$ cat src/rtl/std_div_stream_pkg.sv
// std_div_stream_pkg: shared FSM state type and divide-by-zero quotient constant
package std_div_stream_pkg;
  typedef enum logic [1:0] {IDLE, ISSUE, RELEASE} state_t;
  localparam int max_width = 64;
  function automatic logic [max_width-1:0] dz_quotient(input int w);
    return (w >= max_width) ? '1 : (max_width'(1) << w) - max_width'(1);
  endfunction
endpackage

$ cat src/rtl/std_div_pipe.sv
// std_div_pipe: restoring shift-subtract divider, held idle while go is low, done stays high until go drops
module std_div_pipe #(
  parameter int width = 32
) (
  input  logic             clk,
  input  logic             go,
  input  logic [width-1:0] a,
  input  logic [width-1:0] b,
  output logic             done,
  output logic [width-1:0] quotient,
  output logic [width-1:0] remainder
);
  localparam int cw = $clog2(width + 1);
  logic          run;
  logic [cw-1:0] cnt;
  logic [width-1:0] d;
  logic [width:0] shifted, diff;
  assign shifted = {remainder, quotient[width-1]};
  assign diff = shifted - {1'b0, d};
  // a zero dividend skips the iterations entirely
  always_ff @(posedge clk)
    if (!go) begin
      run <= 1'b0;
      done <= 1'b0;
      cnt <= '0;
    end else if (!run && !done) begin
      run <= 1'b1;
      cnt <= (a == '0) ? '0 : cw'(width);
      remainder <= '0;
      quotient <= a;
      d <= b;
    end else if (run && cnt != '0) begin
      remainder <= diff[width] ? shifted[width-1:0] : diff[width-1:0];
      quotient <= {quotient[width-2:0], ~diff[width]};
      cnt <= cnt - cw'(1);
    end else if (run) begin
      run <= 1'b0;
      done <= 1'b1;
    end
endmodule

$ cat src/rtl/std_div_stream.sv
// std_div_stream: queued unsigned divider with valid/ready streaming and divide-by-zero bypass
module std_div_stream
  import std_div_stream_pkg::*;
#(
  parameter int width = 32,
  parameter int depth = 2
) (
  input  logic             clk,
  input  logic             reset_n,
  input  logic             in_valid,
  output logic             in_ready,
  input  logic [width-1:0] in_left,
  input  logic [width-1:0] in_right,
  output logic             out_valid,
  input  logic             out_ready,
  output logic [width-1:0] out_quotient,
  output logic [width-1:0] out_remainder,
  output logic             out_div_by_zero
);
  localparam int aw = $clog2(depth);
  localparam logic [aw:0] ptr_one = 1;
  localparam logic [width-1:0] dz_q = width'(dz_quotient(width));
  logic [width-1:0] mem_left [depth];
  logic [width-1:0] mem_right [depth];
  logic [aw:0] wr_ptr, rd_ptr;
  logic empty, full, push, pop, div_done, go;
  logic [width-1:0] lat_left, lat_right, div_q, div_r, head_left, head_right;
  state_t state;
  assign empty = wr_ptr == rd_ptr;
  assign full = (wr_ptr[aw] != rd_ptr[aw]) && (wr_ptr[aw-1:0] == rd_ptr[aw-1:0]);
  assign in_ready = !full;
  assign push = in_valid && !full;
  // output register counts as free when it is handing off on this same edge
  assign pop = (state == IDLE) && !empty && (!out_valid || out_ready);
  assign head_left = mem_left[rd_ptr[aw-1:0]];
  assign head_right = mem_right[rd_ptr[aw-1:0]];
  always_ff @(posedge clk)
    if (push) begin
      mem_left[wr_ptr[aw-1:0]] <= in_left;
      mem_right[wr_ptr[aw-1:0]] <= in_right;
    end
  always_ff @(posedge clk or negedge reset_n)
    if (!reset_n) begin
      wr_ptr <= '0;
      rd_ptr <= '0;
      state <= IDLE;
      go <= 1'b0;
      lat_left <= '0;
      lat_right <= '0;
      out_valid <= 1'b0;
      out_quotient <= '0;
      out_remainder <= '0;
      out_div_by_zero <= 1'b0;
    end else begin
      if (push) wr_ptr <= wr_ptr + ptr_one;
      if (out_valid && out_ready) out_valid <= 1'b0;
      if (pop) begin
        rd_ptr <= rd_ptr + ptr_one;
        if (head_right == '0) begin
          out_valid <= 1'b1;
          out_quotient <= dz_q;
          out_remainder <= head_left;
          out_div_by_zero <= 1'b1;
        end else begin
          lat_left <= head_left;
          lat_right <= head_right;
          go <= 1'b1;
          state <= ISSUE;
        end
      end else if (state == ISSUE && div_done) begin
        out_valid <= 1'b1;
        out_quotient <= div_q;
        out_remainder <= div_r;
        out_div_by_zero <= 1'b0;
        go <= 1'b0;
        state <= RELEASE;
      end else if (state == RELEASE) begin
        state <= IDLE;
      end
    end
  std_div_pipe #(.width(width)) u_pipe (
    .clk(clk),
    .go(go),
    .a(lat_left),
    .b(lat_right),
    .done(div_done),
    .quotient(div_q),
    .remainder(div_r)
  );
endmodule

$ cat config.mk
export PLATFORM = sky130hd
export DESIGN_NAME = std_div_stream
export DESIGN_NICKNAME = d
export VERILOG_FILES = /design/src/rtl/std_div_stream_pkg.sv /design/src/rtl/std_div_pipe.sv /design/src/rtl/std_div_stream.sv
export SDC_FILE = /design/constraint.sdc
export NUM_CORES = 1
export LEC_CHECK = 0
export ABC_AREA = 1
export CAP_MARGIN = 40
export CELL_PAD_IN_SITES_DETAIL_PLACEMENT = 1
export CELL_PAD_IN_SITES_GLOBAL_PLACEMENT = 1
export CORE_MARGIN = 3
export CORE_UTILIZATION = 40
export CTS_BUF_LIST = sky130_fd_sc_hd__clkbuf_8
export DETAILED_ROUTE_END_ITERATION = 10
export HOLD_SLACK_MARGIN = 0.05
export MAX_ROUTING_LAYER = met4
export PLACE_DENSITY_LB_ADDON = 0.1
export SYNTH_ARGS = -nofsm -noshare
export SYNTH_HDL_FRONTEND = slang
export SYNTH_HIERARCHICAL = 1
export SYNTH_SLANG_ARGS = --single-unit
$ cat constraint.sdc
create_clock -name clk -period 11.1 [get_ports clk]
set_input_delay 1.11 -clock clk [delete_from_list [all_inputs] [get_ports clk]]
set_output_delay 1.11 -clock clk [all_outputs]
set_load 0.005 [all_outputs]
# Yosys cells after proc, flatten, opt, wreduce, memory -nomap -nowiden
# Memories as Yosys holds them, arrays and structs flattened.
# Index checks and enable logic that the tools add are counted.
word_totals:
  register_bits: 241
  mem_bits_rw: 128
  output_inout_bits: 67
  n_memories: 2
  wordCells: 92
  inputBits: 68
classes:
  add_sub_neg: 4
  muxes: 30
  n_bitwise: 4
  reduce_logical: 28
  eq_ne: 8
memory_table:
  columns: ["name", "words", "width", "rd", "rd_clocked_by_memory_dff", "write_ports", "line", "rtl"]
  rows:
  - ["mem_left", 2, 32, 1, 0, 1, "std_div_stream.sv:23", "logic [width-1:0] mem_left [depth];"]
  - ["mem_right", 2, 32, 1, 0, 1, "std_div_stream.sv:24", "logic [width-1:0] mem_right [depth];"]
op_table:
  columns: ["op", "n"]
  rows:
  - ["2-to-1 mux 32 bit", 10]
  - ["logical NOT 32 bit", 2]
  - ["subtractor 33 x 32 -> 33 bit", 1]
  - ["2-to-1 mux 6 bit", 3]
  - ["2-to-1 mux 1 bit", 13]
  - ["AND reduction 2 bit", 6]
  - ["logical AND 1 bit", 8]
  - ["2-to-1 mux 2 bit", 4]
  - ["nonzero test 6 bit", 1]
  - ["subtractor 6 x 1 -> 6 bit, second input constant", 1]
  - ["logical NOT 1 bit", 5]
  - ["adder 2 x 1 -> 2 bit, second input constant", 2]
  - ["!= test 2 x 1 -> 1 bit, second input constant", 2]
  - ["inverter 1 bit", 4]
  - ["nonzero test 2 bit", 2]
  - ["AND reduction 3 bit", 1]
  - ["nonzero test 3 bit", 1]
  - ["== test 2 x 1 -> 1 bit, second input constant", 1]
  - ["== test 2 bit", 1]
  - ["== test 2 bit, second input constant", 1]
  - ["logical NOT 2 bit", 1]
  - ["!= test 2 bit, second input constant", 1]
  - ["== test 1 bit", 1]
  - ["logical OR 1 bit", 1]
  - ["!= test 1 bit", 1]

# Logic depth before layout (Yosys ltp)
depth:
  ltp_word: 6
  ltp_mapped: 18

# Modules after synthesis
# The synthesis kept the hierarchy.
modules_own_cells:
  columns: ["module", "area_each_um2", "seq_area_each_um2", "n_inst", "cells_each"]
  rows:
  - ["std_div_stream", 10939.2, 7272.0, 1, 1072]
  - ["std_div_pipe", 7121.8, 3042.9, 1, 990]

# Least setup slack after synthesis
# Ideal clock, no wire load.
synth_timing:
  path_type: "input-to-reg"
  start: "input in_valid"
  end: "memory mem_left[1][0] (enable)"
  required_time_ns: 10.610
  path_buffers: 0
  setup_time_ns: 0.490
  arrival_ns: 3.935
  cell_stages: 2
  slack_ns: 6.675
  cell_sequence: "nand2_1 -> nor2_1"
synth_between:
  elab_chain_len: 3
synth_rtl:
  columns: ["element", "line", "rtl"]
  rows:
  - ["start, declared", "std_div_stream.sv:10", "input logic in_valid,"]
  - ["logical AND 1 bit", "std_div_stream.sv:32", "assign push = in_valid && !full;"]
  - ["2-to-1 mux 1 bit", "std_div_stream.sv:38", "if (push) begin"]
  - ["2-to-1 mux 1 bit (implied by the code)", "std_div_stream.sv:39", "mem_left[wr_ptr[aw-1:0]] <= in_left;"]
  - ["end, declared", "std_div_stream.sv:23", null]
# Every way passes these cells.

# Final worst setup path
layout_timing:
  start: "register rd_ptr[0]"
  end: "register out_remainder[25]"
layout_between:
  elab_chain_len: 6
  word_cells_on_any_way: 12
layout_rtl:
  columns: ["element", "line", "rtl"]
  rows:
  - ["start, declared", "std_div_stream.sv:25", "logic [aw:0] wr_ptr, rd_ptr;"]
  - ["start signal, assigned", "std_div_stream.sv:58", "rd_ptr <= rd_ptr + ptr_one;"]
  - ["parallel branches: the longest is 6 deep, another holds memory (2 x 32 bit)", null, null]
  - ["end signal, assigned", "std_div_stream.sv:62", "out_remainder <= head_left;"]
  - ["end signal, assigned", "std_div_stream.sv:73", "out_remainder <= div_r;"]
  - ["end, declared", "std_div_stream.sv:17", "output logic [width-1:0] out_remainder,"]
# Several ways; the timed one is not identified. The select of a mux whose other input is x is not followed.
# A chain may end at the register's enable or synchronous reset.

==> metrics.md <==
| Metric | Value |
|---|---|
| Initial Utilization | `about two fifths` |
| WP data arrival | `roughly 4.1 ns` |
| Chip width | `around 220 µm` |
| Vias in the first global route | `between 10000 and 15000` |
| I/O Buffers | `approximately 130` |
| Cell area after synthesis | `18100 µm²` |
| First-pass GRT wire length | `approximately 82000 µm` |
| CTS Buffer Depth | `3` |
| GRT overflow | `0` |
| Fin crit share | `between 30% and 40%` |
| Post-route ant nets | `0` |
| Max Freq | `281 MHz` |
| Cell Count, Final, Fillers Out | `2855` |
| Library cells used by synthesis | `47` |
| Die Y | `between 200 and 250 µm` |
| Drt total wl | `about 53000 µm` |
| Placer Congestion | `roughly 0.9` |
| Postcts setup bufs | `0` |
| Status | `complete, no violations` |
| RSZ-0062 raised after global routing | `false` |
| Most common cell after layout, fill and taps aside | `nand2_1` |
| Ant diodes | `0` |
| Placed Cells | `~2700` |
| DRC | `0` |
| Mean Syn Cell Area | `a little under 9 µm²` |
| Post_cts resized | `0` |
| Critical path startpoint category | `flip-flop` |
| Top FF cell, synth | `edfxtp_1` |
| Root Buffer | `clkbuf_8` |
| Worst path required time | `approximately 12 ns` |
| Largest net degree at the start of global routing | `89` |
| Final nets | `about 2300` |
| Crit path kind | `flip-flop to flip-flop` |
| # IOs | `135` |
| Area of the multi-input gates | `between 6000 and 7000 µm²` |
| Clk slew on worst S/H paths | `approximately 0.06 ns` |
| Critical Path Start | `rd_ptr[0]$_DFFE_PN0N_` |
| Slew Viols, Final | `0` |
| Setup Viol. Count Final | `0` |
| Clk sinks | `approximately 370` |
| Layout cells sized above 1 | `under 10%` |
| Post-Synthesis Cells | `between 2000 and 2500` |
| Worst hold path class | `flip-flop to flip-flop` |
| FFs w/ async S/R, synth | `37.1%` |
| Crit path capture type | `flip-flop` |
| Worst Path Max Fanout | `between 50 and 60` |
| Ys Warns | `6` |
| TNS Setup | `0 ns` |
| Drt pass-1 iters | `5` |
| Std-Cell Core Area | `between 40000 and 50000 µm²` |
| Area Growth Syn to Fin | `17.7%` |
| Fillcell total | `5276` |
| Row cnt | `77` |
| Area of the die | `around 48000 µm²` |
| Sequential Area | `10300 µm²` |
| GR Util All Layers | `around 23%` |
| Post-Place Setup Slack | `7.14 ns` |
| Post-synth EDFFs | `approximately 220` |
| Final Hold Violating Endpoints | `0` |
| Post-route minimum period | `between 3 and 4 ns` |
| H-tree levels | `3` |
| Worst hold margin | `~0.45 ns` |
| Drt initial violations | `roughly 830` |
| CTS tree | `yes` |
| Via Count | `about 14000` |
| Worst hold start | `lat_right[11]$_DFFE_PN0P_` |
| Commonest non-fill, non-tap cells in the layout | `nand2_1 (800), inv_1 (274), edfxtp_1 (224)` |
| Reg2Reg Launch Point | `rd_ptr[0]$_DFFE_PN0N_` |
| Clock Latency Late Sink | `approximately 0.63 ns` |
| Clk_skew | `roughly 0.038 ns` |
| Syn_nets | `between 2000 and 2500` |
| Least-Margin Pin Slew | `roughly 0.9 ns` |
| Sequential fraction of the synthesis area | `a little under three fifths` |
| #FFs+latches synth | `between 300 and 400` |
| Initial antenna violation count | `0` |
| Max-slew headroom | `41.3%` |
| CTS Buf Count | `67` |
| Max-cap violations | `0` |
| Final setup margin | `about 7.5 ns` |
| Hold-fix buffers, CTS | `0` |
| HPWL Detailed | `between 30000 and 40000 µm` |
| Routed length per instance | `about 18 µm` |
| Vias/cell | `4.90` |
[final timing paths]
check	endpoint	cells past startpoint	slack [ns]
max	out_remainder[25]$_DFFE_PN0P_	13	7.54
min	u_pipe/d[11]$_DFFE_PP_	0	0.45
max reg2reg	out_remainder[25]$_DFFE_PN0P_	13	7.54
min reg2reg	u_pipe/d[11]$_DFFE_PP_	0	0.45
max in group asynchronous	rd_ptr[0]$_DFFE_PN0N_	2	9.14
min in group asynchronous	out_quotient[15]$_DFFE_PN0P_	1	0.53
[cell type report]
type	instances	share of cell area (%)
Multi-Input combinational cell	1365	29.8
Tap cell	592	3.49
Clock inverter	42	0.883
Sequential cell	369	48.5
Timing Repair Buffer	152	7.51
Inverter	253	4.47
Clock buffer	82	5.31
[sequential cells by signal (all words and copies together) (netlist names), 6 cells and up]
| signal | flops |
|---|---|
| out_quotient | 32 |
| u_pipe/d | 32 |
| mem_right | 64 |
| out_remainder | 32 |
| u_pipe/remainder | 32 |
| lat_right | 32 |
| mem_left | 64 |
| u_pipe/cnt | 6 |
| lat_left | 32 |
| u_pipe/quotient | 32 |
[cell usage after synthesis, types with 2 or more instances]
cell | number | area share [%]
xnor2_1 | 4 | 0.19
buf_4 | 11 | 0.46
buf_6 | 16 | 1.0
nor2_1 | 153 | 3.2
nand3b_1 | 8 | 0.33
or2_2 | 33 | 1.1
dfrtp_1 | 137 | 19
nor2_2 | 4 | 0.14
nand3_2 | 2 | 0.11
buf_1 | 2 | 0.042
inv_2 | 5 | 0.10
a21oi_1 | 24 | 0.67
nand2_2 | 19 | 0.66
inv_1 | 246 | 5.1
edfxtp_1 | 224 | 37
o21ai_0 | 39 | 1.1
nand2_4 | 6 | 0.37
o21ai_1 | 23 | 0.64
a31oi_1 | 25 | 0.87
nand4_1 | 10 | 0.35
nor3_1 | 9 | 0.25
ha_1 | 34 | 2.4
o21bai_1 | 4 | 0.17
nor4_1 | 5 | 0.17
dfxtp_1 | 8 | 0.89
nand3_4 | 2 | 0.19
nand3_1 | 120 | 3.3
xor2_1 | 18 | 0.87
nand2_1 | 800 | 17
clkbuf_1 | 30 | 0.62
nor2_4 | 2 | 0.12
o21ai_2 | 10 | 0.48
a21o_1 | 2 | 0.083
buf_2 | 14 | 0.39
[cell families (layout without fill, tap and decap cells)]
group	Yosys count	after routing	synth area share, %
and+or+nand+nor	1178	1178	27.2
adders and majority gates	35	35	2.47
buffers and inverters	328	529	7.97
xor gates and xnor gates	22	22	1.07
DFF	369	369	57.1
AOI/OAI and AO/OA	130	130	4.16
[metrics by stage]
step	cell area, µm²	util, %
6_report	21300	47.8
5_1_grt	21300	47.8
4_1_cts	21300	47.8
3_5_place_dp	19900	44.9
3_3_place_gp	19800	44.5
2_1_floorplan	18100	-
[layer usage]
metal | part of all wire, % | wire [µm] | GRT usage, %
met5 | 0 | 0 | -
met4 | 2.0 | 1030 | 6.52
met3 | 4.8 | 2510 | 4.09
met2 | 44 | 23200 | 34.4
met1 | 49 | 25800 | 32.7
[worst max-delay path: stages (launching register included)]
cell and delay (ns):
dfrtp_2 0.37, buf_4 0.34, buf_4 0.51, nand2_1 0.11, o21ai_1 0.11, nand2_1 0.07, nor2_1 0.18, nand2_1 0.14
nor2_4 0.21, nand3_4 0.34, nand2_2 0.56, buf_12 0.29, nand2_1 0.09, nand2_1 0.07
Power is not shown: default switching activity piles up to over one toggle a cycle in this logic, so the estimate is an artifact.
